[config.mk]
export PLATFORM = sky130hd
export DESIGN_NAME = pipeline_hazard_scheduler
export DESIGN_NICKNAME = d
export VERILOG_FILES = /design/src/rtl/pipeline_hazard_scheduler_pkg.sv /design/src/rtl/pipeline_hazard_scheduler_pipe_scoreboard.sv /design/src/rtl/pipeline_hazard_scheduler.sv
export SDC_FILE = /design/constraint.sdc
export NUM_CORES = 1
export LEC_CHECK = 0
export CAP_MARGIN = 15
export CORE_UTILIZATION = 35
export CTS_BUF_LIST = sky130_fd_sc_hd__clkbuf_8
export DETAILED_ROUTE_END_ITERATION = 7
export PLACE_DENSITY = 0.56
export SETUP_SLACK_MARGIN = 0.15
export SLEW_MARGIN = 20
export SYNTH_ARGS = -nofsm -noshare
export SYNTH_HDL_FRONTEND = slang
export SYNTH_HIERARCHICAL = 1
export SYNTH_SLANG_ARGS = --single-unit
[constraint.sdc]
create_clock -name clk -period 3 [get_ports clk]
set_clock_uncertainty 0.05 [all_clocks]
set_input_delay 0.45 -clock clk [delete_from_list [all_inputs] [get_ports clk]]
set_output_delay 0.45 -clock clk [all_outputs]
set_load 0.02 [all_outputs]
[src/rtl/pipeline_hazard_scheduler_pkg.sv]
// Shared types and constants for the pipeline hazard scheduler.
//   sb_entry_t : one scoreboard slot describing an in-flight instruction
//   SB_BUBBLE  : empty slot (all fields zero)
//   FWD_*      : EX operand source encodings
//   fwdSelect  : forwarding decision for one EX source operand
package pipeline_hazard_scheduler_pkg;

  localparam int unsigned SB_REG_BITS = 5;

  localparam logic [1:0] FWD_REGFILE = 2'b00;
  localparam logic [1:0] FWD_WB      = 2'b01;
  localparam logic [1:0] FWD_MEM     = 2'b10;

  typedef struct packed {
    logic                   valid;
    logic                   regWrite;
    logic                   memRead;
    logic [SB_REG_BITS-1:0] dest;
    logic [SB_REG_BITS-1:0] rs;
    logic [SB_REG_BITS-1:0] rt;
  } sb_entry_t;

  localparam sb_entry_t SB_BUBBLE = '0;

  // MEM is the newer value so it wins over WB; a load in MEM has no data yet.
  function automatic logic [1:0] fwdSelect(input sb_entry_t memE,
                                           input sb_entry_t wbE,
                                           input logic [SB_REG_BITS-1:0] src);
    logic [1:0] sel;
    sel = FWD_REGFILE;
    if (memE.valid && memE.regWrite && (memE.dest != '0) &&
        (memE.dest == src) && !memE.memRead) begin
      sel = FWD_MEM;
    end else if (wbE.valid && wbE.regWrite && (wbE.dest != '0) &&
                 (wbE.dest == src)) begin
      sel = FWD_WB;
    end
    return sel;
  endfunction

endpackage

[src/rtl/pipeline_hazard_scheduler_pipe_scoreboard.sv]
// pipe_scoreboard: three-slot (EX, MEM, WB) shift register of in-flight
// instruction descriptors with bubble injection.
//   clk, reset   : clock, async active-low reset
//   idEntry      : descriptor of the instruction leaving ID
//   stall        : hold ID; EX receives a bubble
//   redirect     : squash EX and MEM; the MEM instruction still retires to WB
//   exEntry/memEntry/wbEntry : current slot contents
module pipe_scoreboard
  import pipeline_hazard_scheduler_pkg::*;
(
  input  logic      clk,
  input  logic      reset,
  input  sb_entry_t idEntry,
  input  logic      stall,
  input  logic      redirect,
  output sb_entry_t exEntry,
  output sb_entry_t memEntry,
  output sb_entry_t wbEntry
);

  always_ff @(posedge clk or negedge reset) begin
    if (!reset) begin
      exEntry  <= SB_BUBBLE;
      memEntry <= SB_BUBBLE;
      wbEntry  <= SB_BUBBLE;
    end else begin
      wbEntry  <= memEntry;
      memEntry <= redirect ? SB_BUBBLE : exEntry;
      exEntry  <= (stall || redirect) ? SB_BUBBLE : idEntry;
    end
  end

endmodule

[src/rtl/pipeline_hazard_scheduler.sv]
// pipeline_hazard_scheduler: stall/flush/forwarding control for a 5-stage
// MIPS pipeline, driven from a private scoreboard of in-flight instructions.
//   clk, reset                : clock, async active-low reset
//   ID_*                      : decoded fields of the instruction in ID
//   MEM_Redirect              : taken branch/jump resolved in MEM
//   PC_Write, IF_ID_Write     : front-end enables (low during load-use stall)
//   ID_EX_Bubble              : insert NOP into ID/EX
//   Flush_IF_ID/ID_EX/EX_MEM  : pipeline register clears on redirect
//   ForwardA, ForwardB        : EX operand sources (from scoreboard only)
//   StallCount, FlushCount    : saturating debug event counters
module pipeline_hazard_scheduler
  import pipeline_hazard_scheduler_pkg::*;
#(
  parameter int unsigned REG_BITS = 5,
  parameter int unsigned CNT_BITS = 16
) (
  input  logic                clk,
  input  logic                reset,
  input  logic                ID_Valid,
  input  logic [REG_BITS-1:0] ID_Rs,
  input  logic [REG_BITS-1:0] ID_Rt,
  input  logic                ID_UsesRs,
  input  logic                ID_UsesRt,
  input  logic [REG_BITS-1:0] ID_WriteRegister,
  input  logic                ID_RegWrite,
  input  logic                ID_MemRead,
  input  logic                MEM_Redirect,
  output logic                PC_Write,
  output logic                IF_ID_Write,
  output logic                ID_EX_Bubble,
  output logic                Flush_IF_ID,
  output logic                Flush_ID_EX,
  output logic                Flush_EX_MEM,
  output logic [1:0]          ForwardA,
  output logic [1:0]          ForwardB,
  output logic [CNT_BITS-1:0] StallCount,
  output logic [CNT_BITS-1:0] FlushCount
);

  sb_entry_t idEntry;
  sb_entry_t exEntry;
  sb_entry_t memEntry;
  sb_entry_t wbEntry;
  logic      loadUse;
  logic      stall;

  // An invalid ID slot enters the scoreboard as a plain bubble.
  always_comb begin
    idEntry = SB_BUBBLE;
    if (ID_Valid) begin
      idEntry.valid    = 1'b1;
      idEntry.regWrite = ID_RegWrite;
      idEntry.memRead  = ID_MemRead;
      idEntry.dest     = SB_REG_BITS'(ID_WriteRegister);
      idEntry.rs       = SB_REG_BITS'(ID_Rs);
      idEntry.rt       = SB_REG_BITS'(ID_Rt);
    end
  end

  // Load in EX whose destination the ID instruction reads.
  always_comb begin
    loadUse = 1'b0;
    if (exEntry.valid && exEntry.memRead && (exEntry.dest != '0) && ID_Valid) begin
      loadUse = (ID_UsesRs && (exEntry.dest == SB_REG_BITS'(ID_Rs))) ||
                (ID_UsesRt && (exEntry.dest == SB_REG_BITS'(ID_Rt)));
    end
  end

  // Redirect squashes everything younger, so a coincident stall is moot.
  assign stall = loadUse && !MEM_Redirect;

  assign PC_Write     = !stall;
  assign IF_ID_Write  = !stall;
  assign ID_EX_Bubble = stall;
  assign Flush_IF_ID  = MEM_Redirect;
  assign Flush_ID_EX  = MEM_Redirect;
  assign Flush_EX_MEM = MEM_Redirect;

  pipe_scoreboard u_scoreboard (
    .clk      (clk),
    .reset    (reset),
    .idEntry  (idEntry),
    .stall    (stall),
    .redirect (MEM_Redirect),
    .exEntry  (exEntry),
    .memEntry (memEntry),
    .wbEntry  (wbEntry)
  );

  assign ForwardA = fwdSelect(memEntry, wbEntry, exEntry.rs);
  assign ForwardB = fwdSelect(memEntry, wbEntry, exEntry.rt);

  // Saturating event counters.
  always_ff @(posedge clk or negedge reset) begin
    if (!reset) begin
      StallCount <= '0;
      FlushCount <= '0;
    end else begin
      if (stall && (StallCount != '1)) begin
        StallCount <= StallCount + CNT_BITS'(1);
      end
      if (MEM_Redirect && (FlushCount != '1)) begin
        FlushCount <= FlushCount + CNT_BITS'(1);
      end
    end
  end

endmodule
## Word-level counts from Yosys, hierarchy flattened

Index checks and enable logic that the tools add are counted.

- $add $sub $neg: 2
- Equal/unequal tests: 8
- Multiplexer cells: 8
- Reductions and logical operators: 26

Operators with widths:

| operator | count |
|---|---|
| 2-to-1 mux 18 bit | 3 |
| adder 16 x 1 -> 16 bit (second input constant) | 2 |
| != test 16 bit (second input constant) | 2 |
| == test 5 bit | 6 |
| logical AND 1 bit | 18 |
| nonzero test 5 bit | 3 |
| 2-to-1 mux 2 bit | 2 |
| logical NOT 1 bit | 3 |
| 2-to-1 mux 1 bit | 3 |
| logical OR 1 bit | 2 |

- Bits in registers: 65
- Bits of input ports: 23
- Output and inout bits: 42
- Word-level logic and storage cells: 59

## Depth between registers and ports, before layout

Gate-level depths: netlist of run 1.

- Word-level depth: 7
- Mapped depth: 8

## Hierarchy

Netlist of run 1, hierarchy kept.

By module, submodules not included:

| module | times used | cells each | area an instance (um^2) |
|---|---|---|---|
| pipeline_hazard_scheduler | 1 | 209 | 2,087.0 |
| pipe_scoreboard | 1 | 96 | 1,750.4 |

## Worst setup path after synthesis of run 1

No wires, ideal clock.

- Path kind: register to output
- Start point: reg u_scoreboard/memEntry[11] (netlist name)
- End point: out ForwardA[0]
- Arrival time: 2.016 ns
- Slack: 0.484 ns
- Stages on the path, launching flop included: 5
- Buffers on the path: 0
- Cells stage by stage: dfrtp_1 -> or4_1 -> o21ai_0 -> nor4_1 -> nor4_1

- Word-level cells in the longest chain between the ends: 5
- Elaborated cells between the ends (all ways): 6
- Classes of those cells: eq/ne (1); mux (1); reduce/logical (4)

RTL lines:

| what | line | text |
|---|---|---|
| nonzero test 5 bit | pipeline_hazard_scheduler_pkg.sv:31 | `if (memE.valid && memE.regWrite && (memE.dest != '0) &&` |
| logical AND 1 bit | pipeline_hazard_scheduler_pkg.sv:31 |  |
| logical AND 1 bit * | pipeline_hazard_scheduler_pkg.sv:31 |  |
| logical AND 1 bit * | pipeline_hazard_scheduler_pkg.sv:32 | `(memE.dest == src) && !memE.memRead) begin` |
| 2-to-1 mux 2 bit * | pipeline_hazard_scheduler_pkg.sv:31 |  |
| to (decl) | pipeline_hazard_scheduler.sv:34 | `output logic [1:0] ForwardA,` |

Every way passes the cells marked *; elsewhere a longest branch is shown, timed or not.

## Worst setup path after layout of run 1

- Start point: reg u_scoreboard/memEntry[11] (netlist name)
- End point: out ForwardB[1]

- Word-level cells in the longest chain between the ends: 5
- Elaborated cells between the ends (all ways): 6
- Classes of those cells: eq/ne (1); mux (1); reduce/logical (4)

RTL lines:

| what | line | text |
|---|---|---|
| nonzero test 5 bit | pipeline_hazard_scheduler_pkg.sv:31 |  |
| logical AND 1 bit | pipeline_hazard_scheduler_pkg.sv:31 |  |
| logical AND 1 bit * | pipeline_hazard_scheduler_pkg.sv:31 |  |
| logical AND 1 bit * | pipeline_hazard_scheduler_pkg.sv:32 |  |
| 2-to-1 mux 2 bit * | pipeline_hazard_scheduler_pkg.sv:31 |  |
| to (decl) | pipeline_hazard_scheduler.sv:35 | `output logic [1:0] ForwardB,` |

Marks and branches as above.

==> results of run 1 <==
## layout by cell type (no fill, tap or decap), types with 8 or more instances in the layout
cell / instances
and2_1: 19
and3_1: 8
clkbuf_8: 10
clkdlybuf4s50_1: 58
dfrtp_1: 65
nand2_1: 15
nand3_1: 15
nand4_1: 11
nor2b_1: 8
nor3b_2: 18
xnor2_1: 39
xor2_1: 21
## what timing repair did
item / CTS / global route
gates resized for setup: 6 / 6
hold endpoints to repair: 0 / 0
endpoints found under the setup margin: 5 / 2
cloned: 0 / 0
## how the worst max path moves through the flow
stage,start,cells past startpoint,to,slack (ns)
after floorplan,u_scoreboard/memEntry[11],4,ForwardA[0],0.48
after global placement,ID_Rt[0],7,ID_EX_Bubble,0.19
after detailed placement,u_scoreboard/memEntry[11],5,ForwardB[0],0.19
after CTS,u_scoreboard/memEntry[11],5,ForwardB[0],0.22
after global routing,u_scoreboard/memEntry[12],5,ForwardB[0],0.14
final,u_scoreboard/memEntry[11],4,ForwardB[1],0.35
## flip-flops by register name, indices dropped and copies added (netlist names)
register,count
FlushCount,16
StallCount,16
u_scoreboard/exEntry,18
u_scoreboard/memEntry,8
u_scoreboard/wbEntry,7
## metal layers
layer | part of all wire, % | up-vias | track usage [%]
met5 | 0 | - | 0
met4 | 1.4 | 0 | 5.855
met3 | 4.7 | 8 | 4.366
met2 | 45 | 54 | 23.78
met1 | 49 | 1081 | 20.75
li1 | - | 1067 | -
## power by group through the flow
stage	clock network (mW)	logic [mW]	registers (mW)
finish	0.711	0.352	1.01
global route	0.772	0.388	1.03
global placement	0	0.353	1.03
floorplan	0	0.138	1.07
detailed placement	0	0.359	1.03
CTS	0.735	0.359	1.02
## cell type report
cell class	instances	area, sq um
fillers	866	4725
flip-flops and latches	65	1627
multi-input cells	193	1504
repair buffers	70	666.9
clock buffers	10	137.6
well taps	108	135.1
clock inverters	4	46.29
inverters	2	7.507
==> impl_metrics.csv, run 1 <==
group,metric,value,unit
clock_network,cts.repair_timing.setup_buffer_count,0,
pwr,pwr-share-comb,16.9,%
floorplan,floorplan.initialDensity,36.72,%
cells_and_area,layoutNonFillerInstCount,452,
clock_network,clock_latency,0.34,ns
cells_and_area,final_core_util,46.61,%
routing,detailroute.via_count,2210,
place,detailed_placement_hpwl,4.868,mm
critical_path,rr_startpoint,"u_scoreboard/exEntry[11]",
timing,final_min_period_over_clock_period,88.45,%
timing,rel_slew_slack,64.40,%
floorplan,design.portCount,65,
cells_and_area,area_growth_syn_to_layout,26.92,%
clock_network,clk_pin_slew_worst_paths,0.07,ns
routing,route.detailed.vias_per_inst,4.889,
pwr,intPower,1.518,mW
pwr,power_per_cell_area,503.9,nW/um^2
global_route,antenna_found_initial,0,
clock_network,ctsHoldBuffers,0,
critical_path,r2r_cells,6,
global_route,grt_pass1_wl,11.61,mm
cells_and_area,nets_finish,366,
pwr,sw_frac_of_total,26.96,%
place,placement.cell_area,3954,sq um
critical_path,timing.critical_path.fanout_max,4,
pwr,power_leakage,1.828,nW
global_route,global_route.usage.total,15.46,%
worst_hold_path,hold_class,"in2async",
routing,first_iter_violations,64,
pwr,switching_power,0.5601,mW
routing,drt-pass1-iter-count,6,
critical_path,crit_path_start_kind,"flip-flop",
floorplan,core_box_area,8848,sq um
timing,worst_slack,0.3465,ns
timing,final.setup.tns,0,ns
critical_path,worst-setup-path-type,"reg2out",
clock_network,cts_sinks,65,
routing,avgRoutedWirePerCell,14.81,microns
critical_path,crit_buf_inv,1,
critical_path,crit_chain,"or4_1 -> o21ai_1 -> nor4_1 -> clkdlybuf4s50_1",
place,number_of_buffers_inserted_by_port_buffering,64,
global_route,grt_remaining_overflow,0,
global_route,grt_pass1_vias,2364,
clock_network,htreeDepth,3,
clock_network,clock_path_buffers,2,
pwr,power.ir.vdd_worst,0.0004139,V
place,finalWeightedCongestion,0.7758,
critical_path,crit_required,2.50,ns
floorplan,die_w,98.36,microns
yosys,synth_nets,299,
global_route,grt_start_max_net_pins,33,
place,dp.cells,438,
floorplan,floorplan.die_area,9674,sq um
flow_run,drv_cap,0,
cells_and_area,final_layout_size_suffix_gt1_share,13.95,%
critical_path,critPathArrivalTime,2.15,ns
routing,remaining_design_rule_violation_count,2,
cells_and_area,finalInstanceArea,4124,sq um
yosys,synth.cell_area,3249,sq um
timing,report.final.hold_viol_count,0,
yosys,synth_warnings,6,
critical_path,cp_slowest_cell,"clkdlybuf4s50_1",
floorplan,fp-row-count,34,
routing,total_detailed_routing_wirelength,6.696,mm
place,pre_cts_slack,0.1862,ns
floorplan,die_height,98.36,microns
cells_and_area,num_antenna_cells,0,
routing,ant_nets,0,
timing,hold_slack,0.03305,ns
critical_path,end_of_the_worst_register_to_register_path,"u_scoreboard/exEntry[3]",
clock_network,clk_root_buf,"clkbuf_8",
clock_network,cts_tree,"yes",
pwr,seq_power_share,48.8,%
timing,timing_max_transition_violations_final,0,
pwr,power.total,2.078,mW
timing,worstMarginPinSlew,0.5308,ns
critical_path,critPathMaxStageDelay,0.55,ns
pwr,part_of_the_power_in_the_clock_network,34.2,%
yosys,synthesized_instance_count,274,
outcome,run_status,"finished with violations",
clock_network,cts_inserted_buffers,9,
timing,highest_achievable_clock_rate,376.9,MHz
outcome,violations_in_the_final_reports,"DRC",
critical_path,worst_path_dominant_cell_family,"simple AND/OR/NAND/NOR gates",
yosys,synthesis.area_per_instance,11.86,sq um
timing,fin_crit,2.654,ns
timing,unrepaired_setup_endpoints_after_global_routing,"true",
critical_path,endpoint_kind,"output port",
timing,setup-violations-final,0,
critical_path,slack_of_the_worst_reg_to_reg_path,0.97,ns
Power figures use the tool's default switching activity.
==> inputs of run 2 (changes only) <==
--- a/config.mk
+++ b/config.mk
@@ -8,6 +8,7 @@
 export CAP_MARGIN = 15
 export CORE_UTILIZATION = 35
 export CTS_BUF_LIST = sky130_fd_sc_hd__clkbuf_8
+export CTS_CLUSTER_SIZE = 28
 export DETAILED_ROUTE_END_ITERATION = 7
 export PLACE_DENSITY = 0.56
 export SETUP_SLACK_MARGIN = 0.15
==> results of run 2 <==
Same layout as run 1: the final DEF is identical, and so are final timing and power.
